## config.mk

```make
export PLATFORM = sky130hd
export DESIGN_NAME = vga_rx
export DESIGN_NICKNAME = d
export VERILOG_FILES = /design/src/rtl/vga_rx.sv
export SDC_FILE = /design/constraint.sdc
export NUM_CORES = 1
export LEC_CHECK = 0
export ABC_AREA = 1
export BUFFER_PORTS_ARGS = -buffer_cell sky130_fd_sc_hd__buf_4
export CAP_MARGIN = 20
export CORE_MARGIN = 2
export CORE_UTILIZATION = 47
export CTS_CLUSTER_DIAMETER = 100
export DETAILED_ROUTE_END_ITERATION = 12
export PLACE_DENSITY = 0.78
export SETUP_SLACK_MARGIN = 0.4
export SLEW_MARGIN = 20
export SYNTH_ARGS = -nofsm -noshare
export SYNTH_HDL_FRONTEND = slang
export SYNTH_SLANG_ARGS = --single-unit
```

## constraint.sdc

```tcl
create_clock -name pixel_clk -period 2 [get_ports pixel_clk]
set_clock_uncertainty 0.1 [all_clocks]
set_input_delay 0.4 -clock pixel_clk [delete_from_list [all_inputs] [get_ports pixel_clk]]
set_output_delay 0.4 -clock pixel_clk [all_outputs]
set_load 0.03 [all_outputs]
```

## src/rtl/vga_rx.sv

```systemverilog
// VGA receiver: locks onto HS/VS/BLANK framing, measures line/frame geometry and
// re-emits active pixels with (x, y). Optional grid checker via VGA_RX_PATTERN_CHECK_EN.
module vga_rx #(
  parameter int HDISP = 800,
  parameter int VDISP = 480
) (
  input  logic                       pixel_clk,
  input  logic                       pixel_rst_n,
  input  logic                       vid_hs,
  input  logic                       vid_vs,
  input  logic                       vid_blank,
  input  logic [23:0]                vid_rgb,
  output logic                       pix_valid,
  output logic [$clog2(HDISP)-1:0]   pix_x,
  output logic [$clog2(VDISP)-1:0]   pix_y,
  output logic [23:0]                pix_rgb,
  output logic                       sof,
  output logic                       locked,
  output logic                       err_line,
  output logic                       err_frame,
  output logic [15:0]                frame_cnt,
  output logic                       pat_err,
  output logic [15:0]                pat_err_cnt
);

  localparam int XW = $clog2(HDISP);
  localparam int YW = $clog2(VDISP);
  localparam int RW = $clog2(HDISP + 2);
  localparam int LW = $clog2(VDISP + 2);

  localparam logic [RW-1:0] RUN_FULL   = RW'(HDISP);
  localparam logic [RW-1:0] RUN_SAT    = RW'(HDISP + 1);
  localparam logic [LW-1:0] LINES_FULL = LW'(VDISP);
  localparam logic [LW-1:0] LINES_SAT  = LW'(VDISP + 1);
  localparam logic [XW-1:0] X_MAX      = XW'(HDISP - 1);
  localparam logic [YW-1:0] Y_MAX      = YW'(VDISP - 1);

  typedef enum logic [1:0] {SEARCH, ACQ, LOCKED} state_t;

  state_t         state_reg, state_next;
  logic           vs_q, blank_q, hs_unused_q;
  logic [RW-1:0]  run_reg, run_next, run_eff;
  logic [LW-1:0]  lines_reg, lines_next, lines_le;
  logic           bad_reg, bad_next;
  logic [15:0]    frame_cnt_reg, frame_cnt_next;
  logic           err_line_reg, err_line_next;
  logic           err_frame_reg, err_frame_next;
  logic           locked_reg;
  logic           pix_valid_reg, sof_reg, sof_next;
  logic [XW-1:0]  pix_x_reg, pix_x_next;
  logic [YW-1:0]  pix_y_reg, pix_y_next;
  logic [23:0]    pix_rgb_reg;
  logic           fb, ls, le, line_err, frame_good, active_ok;

  always_comb begin
    fb = vs_q & ~vid_vs;
    ls = ~blank_q & vid_blank;
    le = blank_q & ~vid_blank;

    // A new run restarts from zero in its first active cycle; otherwise the
    // previous count is held so it is still available at line end.
    run_eff  = ls ? '0 : run_reg;
    run_next = run_reg;
    if (vid_blank)
      run_next = (run_eff >= RUN_SAT) ? RUN_SAT : run_eff + RW'(1);

    line_err   = le && (run_reg != RUN_FULL);
    lines_le   = (le && (lines_reg != LINES_SAT)) ? lines_reg + LW'(1) : lines_reg;
    frame_good = ~bad_reg & ~line_err & (lines_le == LINES_FULL);

    pix_x_next = (run_eff >= RUN_FULL) ? X_MAX : run_eff[XW-1:0];
    pix_y_next = (lines_reg >= LINES_FULL) ? Y_MAX : lines_reg[YW-1:0];
    active_ok  = vid_blank && (state_reg != SEARCH) &&
                 (run_eff < RUN_FULL) && (lines_reg < LINES_FULL);
    sof_next   = active_ok && (state_reg == LOCKED) &&
                 (pix_x_next == '0) && (pix_y_next == '0);
  end

  always_comb begin
    state_next     = state_reg;
    lines_next     = lines_reg;
    bad_next       = bad_reg;
    frame_cnt_next = frame_cnt_reg;
    err_line_next  = 1'b0;
    err_frame_next = 1'b0;
    case (state_reg)
      SEARCH: begin
        if (fb) begin
          state_next = ACQ;
          lines_next = '0;
          bad_next   = 1'b0;
        end
      end
      ACQ, LOCKED: begin
        // The line ending in the FB cycle belongs to the frame being judged.
        lines_next    = lines_le;
        bad_next      = bad_reg | line_err;
        err_line_next = line_err;
        if (fb) begin
          lines_next = '0;
          bad_next   = 1'b0;
          if (state_reg == ACQ) begin
            if (frame_good)
              state_next = LOCKED;
          end else if (frame_good) begin
            frame_cnt_next = frame_cnt_reg + 16'd1;
          end else begin
            err_frame_next = 1'b1;
            state_next     = ACQ;
          end
        end
      end
      default: state_next = SEARCH;
    endcase
  end

  always_ff @(posedge pixel_clk or negedge pixel_rst_n) begin
    if (!pixel_rst_n) begin
      state_reg     <= SEARCH;
      vs_q          <= 1'b0;
      blank_q       <= 1'b1;
      hs_unused_q   <= 1'b1;
      run_reg       <= '0;
      lines_reg     <= '0;
      bad_reg       <= 1'b0;
      frame_cnt_reg <= '0;
      err_line_reg  <= 1'b0;
      err_frame_reg <= 1'b0;
      locked_reg    <= 1'b0;
      pix_valid_reg <= 1'b0;
      sof_reg       <= 1'b0;
      pix_x_reg     <= '0;
      pix_y_reg     <= '0;
      pix_rgb_reg   <= '0;
    end else begin
      state_reg     <= state_next;
      vs_q          <= vid_vs;
      blank_q       <= vid_blank;
      hs_unused_q   <= vid_hs;
      run_reg       <= run_next;
      lines_reg     <= lines_next;
      bad_reg       <= bad_next;
      frame_cnt_reg <= frame_cnt_next;
      err_line_reg  <= err_line_next;
      err_frame_reg <= err_frame_next;
      locked_reg    <= (state_next == LOCKED);
      pix_valid_reg <= active_ok;
      sof_reg       <= sof_next;
      if (active_ok) begin
        pix_x_reg   <= pix_x_next;
        pix_y_reg   <= pix_y_next;
        pix_rgb_reg <= vid_rgb;
      end
    end
  end

`ifdef VGA_RX_PATTERN_CHECK_EN
  logic        pat_err_reg, pat_err_next;
  logic [15:0] pat_cnt_reg, pat_cnt_next;
  logic [23:0] exp_rgb;

  always_comb begin
    exp_rgb = (((32'(pix_x_next) & 32'hF) == 32'h0) || ((32'(pix_y_next) & 32'hF) == 32'h0))
              ? 24'hFFFFFF : 24'h000000;
    pat_err_next = active_ok && (state_reg == LOCKED) && (vid_rgb != exp_rgb);
    pat_cnt_next = pat_cnt_reg;
    if (fb)
      pat_cnt_next = '0;
    else if (pat_err_next && (pat_cnt_reg != 16'hFFFF))
      pat_cnt_next = pat_cnt_reg + 16'd1;
  end

  always_ff @(posedge pixel_clk or negedge pixel_rst_n) begin
    if (!pixel_rst_n) begin
      pat_err_reg <= 1'b0;
      pat_cnt_reg <= '0;
    end else begin
      pat_err_reg <= pat_err_next;
      pat_cnt_reg <= pat_cnt_next;
    end
  end

  assign pat_err     = pat_err_reg;
  assign pat_err_cnt = pat_cnt_reg;
`else
  assign pat_err     = 1'b0;
  assign pat_err_cnt = 16'h0000;
`endif

  assign pix_valid = pix_valid_reg;
  assign pix_x     = pix_x_reg;
  assign pix_y     = pix_y_reg;
  assign pix_rgb   = pix_rgb_reg;
  assign sof       = sof_reg;
  assign locked    = locked_reg;
  assign err_line  = err_line_reg;
  assign err_frame = err_frame_reg;
  assign frame_cnt = frame_cnt_reg;

endmodule

```

* Yosys cells after proc, flatten, opt, wreduce, memory -nomap -nowiden *
Index checks and enable logic that the tools add are counted.

word-level totals
  output and inout port bits = 81
  flip-flop bits (word level) = 88
  input port bits = 29
  logic and storage cells = 80

cells by class
  order comparisons = 5
  reduce and logical (&&, ||, !) cells = 16
  add/subtract/negate cells = 3
  multiplexer cells = 22
  equality and inequality tests = 7
  bitwise logic cells = 12

operators by type and width
  cell                                                count
  2-to-1 mux 9 bit                                    4
  2-to-1 mux 10 bit                                   3
  >= comparator 10 bit, second input constant         2
  one-hot mux 9 bit (2 select lines)                  1
  adder 16 x 1 -> 16 bit, second input constant       1
  adder 10 x 1 -> 10 bit, second input constant       1
  logical NOT 10 bit                                  1
  less-than comparator 10 bit, second input constant  1
  2-to-1 mux 2 bit                                    5
  != test 10 bit, second input constant               1
  adder 9 x 1 -> 9 bit, second input constant         1
  equality test 9 bit, second input constant          1
  >= comparator 9 bit, second input constant          1
  logical NOT 9 bit                                   1
  less-than comparator 9 bit, second input constant   1
  != test 9 bit, second input constant                1
  logical AND 1 bit                                   8
  2-to-1 mux 1 bit                                    7
  NOT 1 bit                                           6
  bitwise AND 1 bit                                   5
  equality test 2 bit, second input constant          2
  one-hot mux 2 bit (2 select lines)                  1
  AND reduction 4 bit                                 1
  nonzero test 2 bit                                  2
  other kinds (7)                                     7

* Longest topological paths before layout *
  depth in word-level cells = 11
  gate-level depth with buffers = 16
  gate-level depth less buffers = 16

* Worst setup path before layout *
Ideal clock, no wire load.

  path type = register -> register
  start = reg lines_reg[1]
  end = reg frame_cnt_reg[5], in the netlist frame_cnt[5]
  period minus slack after synthesis = 2.115 ns
  required time = 1.765 ns
  cell stages (with the launch flop) = 16
  path slack = -0.115 ns
  library setup time = 0.135 ns
  buffers on the path = 1
  data arrival time = 1.880 ns
  path through = dfrtp_1 -> inv_1 -> ha_1 -> nand2_1 -> nor2_1 -> nand2_2 -> nand2_4 -> inv_2 -> nand2_1 -> nand3_1 -> nor2_4 -> nand2_2 -> nor2_8 -> buf_6 -> nand2_2 -> xnor2_2

between the ends
  cells in the longest elaborated chain, start to end = 6
  elaborated cells on any way between the ends = 7
  those cells by class = add/sub: 1; eq/ne: 2; mux: 1; bitwise: 1; reduce/logical: 2

ends and longest elaborated chain
  what                                                          RTL line  RTL
  from (decl)                                                   43        logic [LW-1:0] lines_reg, lines_next, lines_le;
  from (signal assigned)                                        141       lines_reg <= lines_next;
  branches (longest 2 deep; another with adder 9 x 1 -> 9 bit)  n/a
  2-to-1 mux 9 bit (*)                                          68        lines_le = (le && (lines_reg != LINES_SAT)) ? lines_reg + LW'(1) : lines_reg;
  equality test 9 bit (*)                                       69        frame_good = ~bad_reg & ~line_err & (lines_le == LINES_FULL);
  bitwise AND 1 bit (*)                                         69
  AND reduction 4 bit (no source line) (*)                      n/a
  to (signal assigned)                                          143       frame_cnt_reg <= frame_cnt_next;
  to (decl)                                                     45        logic [15:0] frame_cnt_reg, frame_cnt_next;

Mark *: on every way between the ends.
A chain may end at the register's enable or synchronous reset.

* Final worst setup path *
  start = reg lines_reg[0]
  end = reg frame_cnt_reg[4], in the netlist frame_cnt[4]

The elaborated chain is that of the path after synthesis.

==> tab_implementation.tex <==
\begin{tabular}{lr}
\hline
Metric & Value \\
\hline
\multicolumn{2}{l}{\textbf{Yosys}} \\
Sequential share of the synthesized area & 49.3\% \\
Cell area after synthesis & about 4500 µm² \\
Synthesis warning total & 0 \\
Post-synthesis instance total & $\sim$540 \\
Flop and latch count out of synthesis & slightly below 90 \\
Average size of a mapped cell & 8.33 µm² \\
Synth unique cells & 42 \\
\multicolumn{2}{l}{\textbf{Power and ir drop}} \\
Leakage component of the power & 0.00364 µW \\
Worst-case vdd ir drop & between 0.5 and 0.6 mV \\
Tot Pwr & slightly above 8000 µW \\
PwrDens & 1150 nW/µm² \\
\multicolumn{2}{l}{\textbf{STA}} \\
Fmax achieved & around 0.45 GHz \\
Worst Slack Setup Final & -0.215 ns \\
Final count of pins violating max slew & 0 \\
Final period demand of the worst path & 2.22 ns \\
Share of the clock period used by the worst path after layout & 111\% \\
Final sum of negative setup slack & -7.65 ns \\
Setup violators final & 73 \\
Fin. Hold Viols & 0 \\
Unrepaired setup endpoints after global routing & true \\
\multicolumn{2}{l}{\textbf{Min path}} \\
Class of the most critical hold timing path & primary input to flip-flop \\
Hold path start & vid\_vs \\
\multicolumn{2}{l}{\textbf{Worst setup path}} \\
Worst setup EP type & flip-flop \\
Worst flop-to-flop path startpoint & lines\_reg[0] \\
Largest fanout of any net on the critical path & 7 \\
Crit path launch type & flip-flop \\
Data arrival at the endpoint of the critical path & between 2 and 2.5 ns \\
Class of the most critical setup path & flip-flop to flip-flop \\
Required time of the critical path & roughly 2.2 ns \\
Worst setup path start & lines\_reg[0] \\
\multicolumn{2}{l}{\textbf{Die}} \\
Number of placed I/O pins & 110 \\
Initial Util & between 40\% and 50\% \\
Area of the die & approximately 10,000 µm² \\
Row count & 35 \\
Die Span Y & 101 µm \\
Core area & between 9000 and 10,000 µm² \\
Width of the die & slightly above 100 µm \\
\multicolumn{2}{l}{\textbf{Routing}} \\
Detailed-route DRC error count & 0 \\
DR vias & roughly 4,500 \\
Final routed wire length divided by cell count & roughly 17 µm \\
Detailed-routing iteration count for the pre-antenna-repair pass & 5 \\
First-iteration detailed-routing DRC count & $\sim$290 \\
Total Routed Length & 14.9 mm \\
Vias per cell & slightly above 5 \\
Antenna Violating Nets Remaining & 0 \\
\multicolumn{2}{l}{\textbf{Layout}} \\
Seq. cell area & between 2000 and 2500 µm² \\
Fill cells & $\sim$550 \\
Commonest non-fill, non-tap cell in the layout & sky130\_fd\_sc\_hd\_\_buf\_4 \\
Number of flip-flops in the largest register & 24 \\
Area used by multi-input combinational logic & 2690 µm² \\
Final antenna diode count & 0 \\
Relative area change from synthesis to final layout & 62.5\% \\
Fraction of layout instances using a drive strength above 1 & about half \\
Leading cell types in the layout, fill and taps excluded & sky130\_fd\_sc\_hd\_\_buf\_4, sky130\_fd\_sc\_hd\_\_nand2\_1, sky130\_fd\_sc\_hd\_\_dfrtp\_1 \\
Number of nets in the final layout & $\sim$800 \\
\multicolumn{2}{l}{\textbf{Clocking}} \\
Clock buffer count from CTS & 9 \\
Clock transition at the registers of the reported paths & around 0.090 ns \\
Skew-Pair Late Insertion Delay & between 0.3 and 0.4 ns \\
Clock tree from TritonCTS & yes \\
H-tree lvl count & 3 \\
Clock Root Buffer & sky130\_fd\_sc\_hd\_\_clkbuf\_8 \\
Number of buffers on the longest clock path & 2 \\
TritonCTS Sinks & 88 \\
\multicolumn{2}{l}{\textbf{Placement}} \\
Estimated wirelength of the detail-placed design & 8.14 mm \\
Number of I/O port buffers & 91 \\
Global placer's final weighted congestion & between 0.8 and 0.9 \\
\multicolumn{2}{l}{\textbf{GRT}} \\
Global routing usage summed across all routing layers & between 20\% and 30\% \\
Number of antenna violations at the first check in global routing & 0 \\
Overflow left after global routing & 0 \\
Number of global-route vias before repair & roughly 4,200 \\
First-pass GRT wire length & 20.0 mm \\
Pin count of the biggest net entering global routing & 33 \\
\multicolumn{2}{l}{\textbf{Status}} \\
Outcome & finished, violations left \\
Failing checks & negative setup slack \\
\multicolumn{2}{l}{\textbf{Run}} \\
Reported max-cap violation count & 0 \\
\hline
\end{tabular}
## path summary, 6_finish.rpt
check	to	slack, ns	depth (start not counted)
min in group asynchronous	pix_y[4]	0.44	2
min reg2reg	pix_rgb[21]	0.40	2
min	vs_q	0.06	1
max reg2reg	frame_cnt[4]	-0.22	14
max	frame_cnt[4]	-0.22	14
max in group asynchronous	blank_q	0.77	3
## area by class of cell
cell class	instances	share of cell area (%)
Sequential cell	88	30.4
Timing Repair inverter	3	0.603
Inverter	54	3.28
Multi-Input combinational cell	386	37.0
Tap cell	129	2.22
Clock inverter	7	0.983
Clock buffer	9	1.71
Timing Repair Buffer	197	23.8
## cells in the mapped netlist, drive strengths merged
cell type	count	area (µm²)
a32oi	1	8.76
nand2	190	752
ha	12	150
a211oi	1	7.51
nand3b	1	7.51
o21ai	32	164
a31oi	2	12.5
conb	1	3.75
nor4	5	37.5
o31ai	3	22.5
clkbuf	2	7.51
xnor2	8	85.1
a22oi	1	7.51
nand4	8	50.1
nor3b	1	7.51
dfrtp	87	2180
a21oi	5	25.0
or2	1	6.26
nor3	7	35.0
xor2	8	70.1
buf	24	169
inv	54	205
nand3	26	140
dfstp	1	26.3
nor2	46	229
o22ai	8	50.1
a41oi	1	8.76
## kinds of logic after synthesis
kind of cell    synth area share, %
simple gates                   28.3
flops                          49.3
buf+inv                        8.55
compound gates                 6.86
xor+xnor                       3.47
fa+ha+maj                      3.36
other cells                  0.0840
## critical path, stage by stage (launching register included)
cell                       delay (ns)
sky130_fd_sc_hd__dfrtp_2         0.49
sky130_fd_sc_hd__ha_4            0.19
sky130_fd_sc_hd__nand2_2         0.06
sky130_fd_sc_hd__nor2_2          0.04
sky130_fd_sc_hd__nand2_2         0.12
sky130_fd_sc_hd__buf_6           0.11
sky130_fd_sc_hd__nand3b_1        0.10
sky130_fd_sc_hd__nand2_2         0.11
sky130_fd_sc_hd__nand3_4         0.07
sky130_fd_sc_hd__nor2_4          0.14
sky130_fd_sc_hd__nand2_4         0.08
sky130_fd_sc_hd__nor2_8          0.15
sky130_fd_sc_hd__buf_6           0.15
sky130_fd_sc_hd__nand2_1         0.06
sky130_fd_sc_hd__xor2_1          0.14
## where the power goes
part           internal, µW  total (µW)  switching, µW
combinational          1850        4410           2560
clock                   578        1250            677
sequential             2230        2650            426
## per-layer routing
layer  global-route usage, %  vias up  wire length, µm
met5                       0        -                0
met4                    9.98        0              596
met3                    5.31       46              799
met2                    45.3      201             7920
met1                    28.9     2182             5570
li1                        -     2087                -
## metrics by stage
stage | cells | hold slack (ns) | cell area [µm²] | worst slack, ns | util [%]
floorplan | 552 | 0.00441 | 4760 | -0.0452 | -
global placement | 807 | 0.287 | 5860 | -0.177 | 63.5
detailed placement | 807 | 0.297 | 5860 | -0.268 | 63.5
CTS | 852 | 0.0504 | 6530 | -0.204 | 70.6
global route | 873 | 0.0364 | 7260 | -0.338 | 78.5
finish | 873 | 0.0595 | 7260 | -0.215 | 78.5
## repair_timing
item | in CTS | in global routing
setup buffers | 20 | 18
hold endpoints to repair | 30 | 0
pin swaps | 17 | 50
endpoints found under the setup margin | 84 | 84
resized for setup | 45 | 146
gates cloned | 8 | 3
hold buffers | 1 | 0
Power figures use the tool's default switching activity.
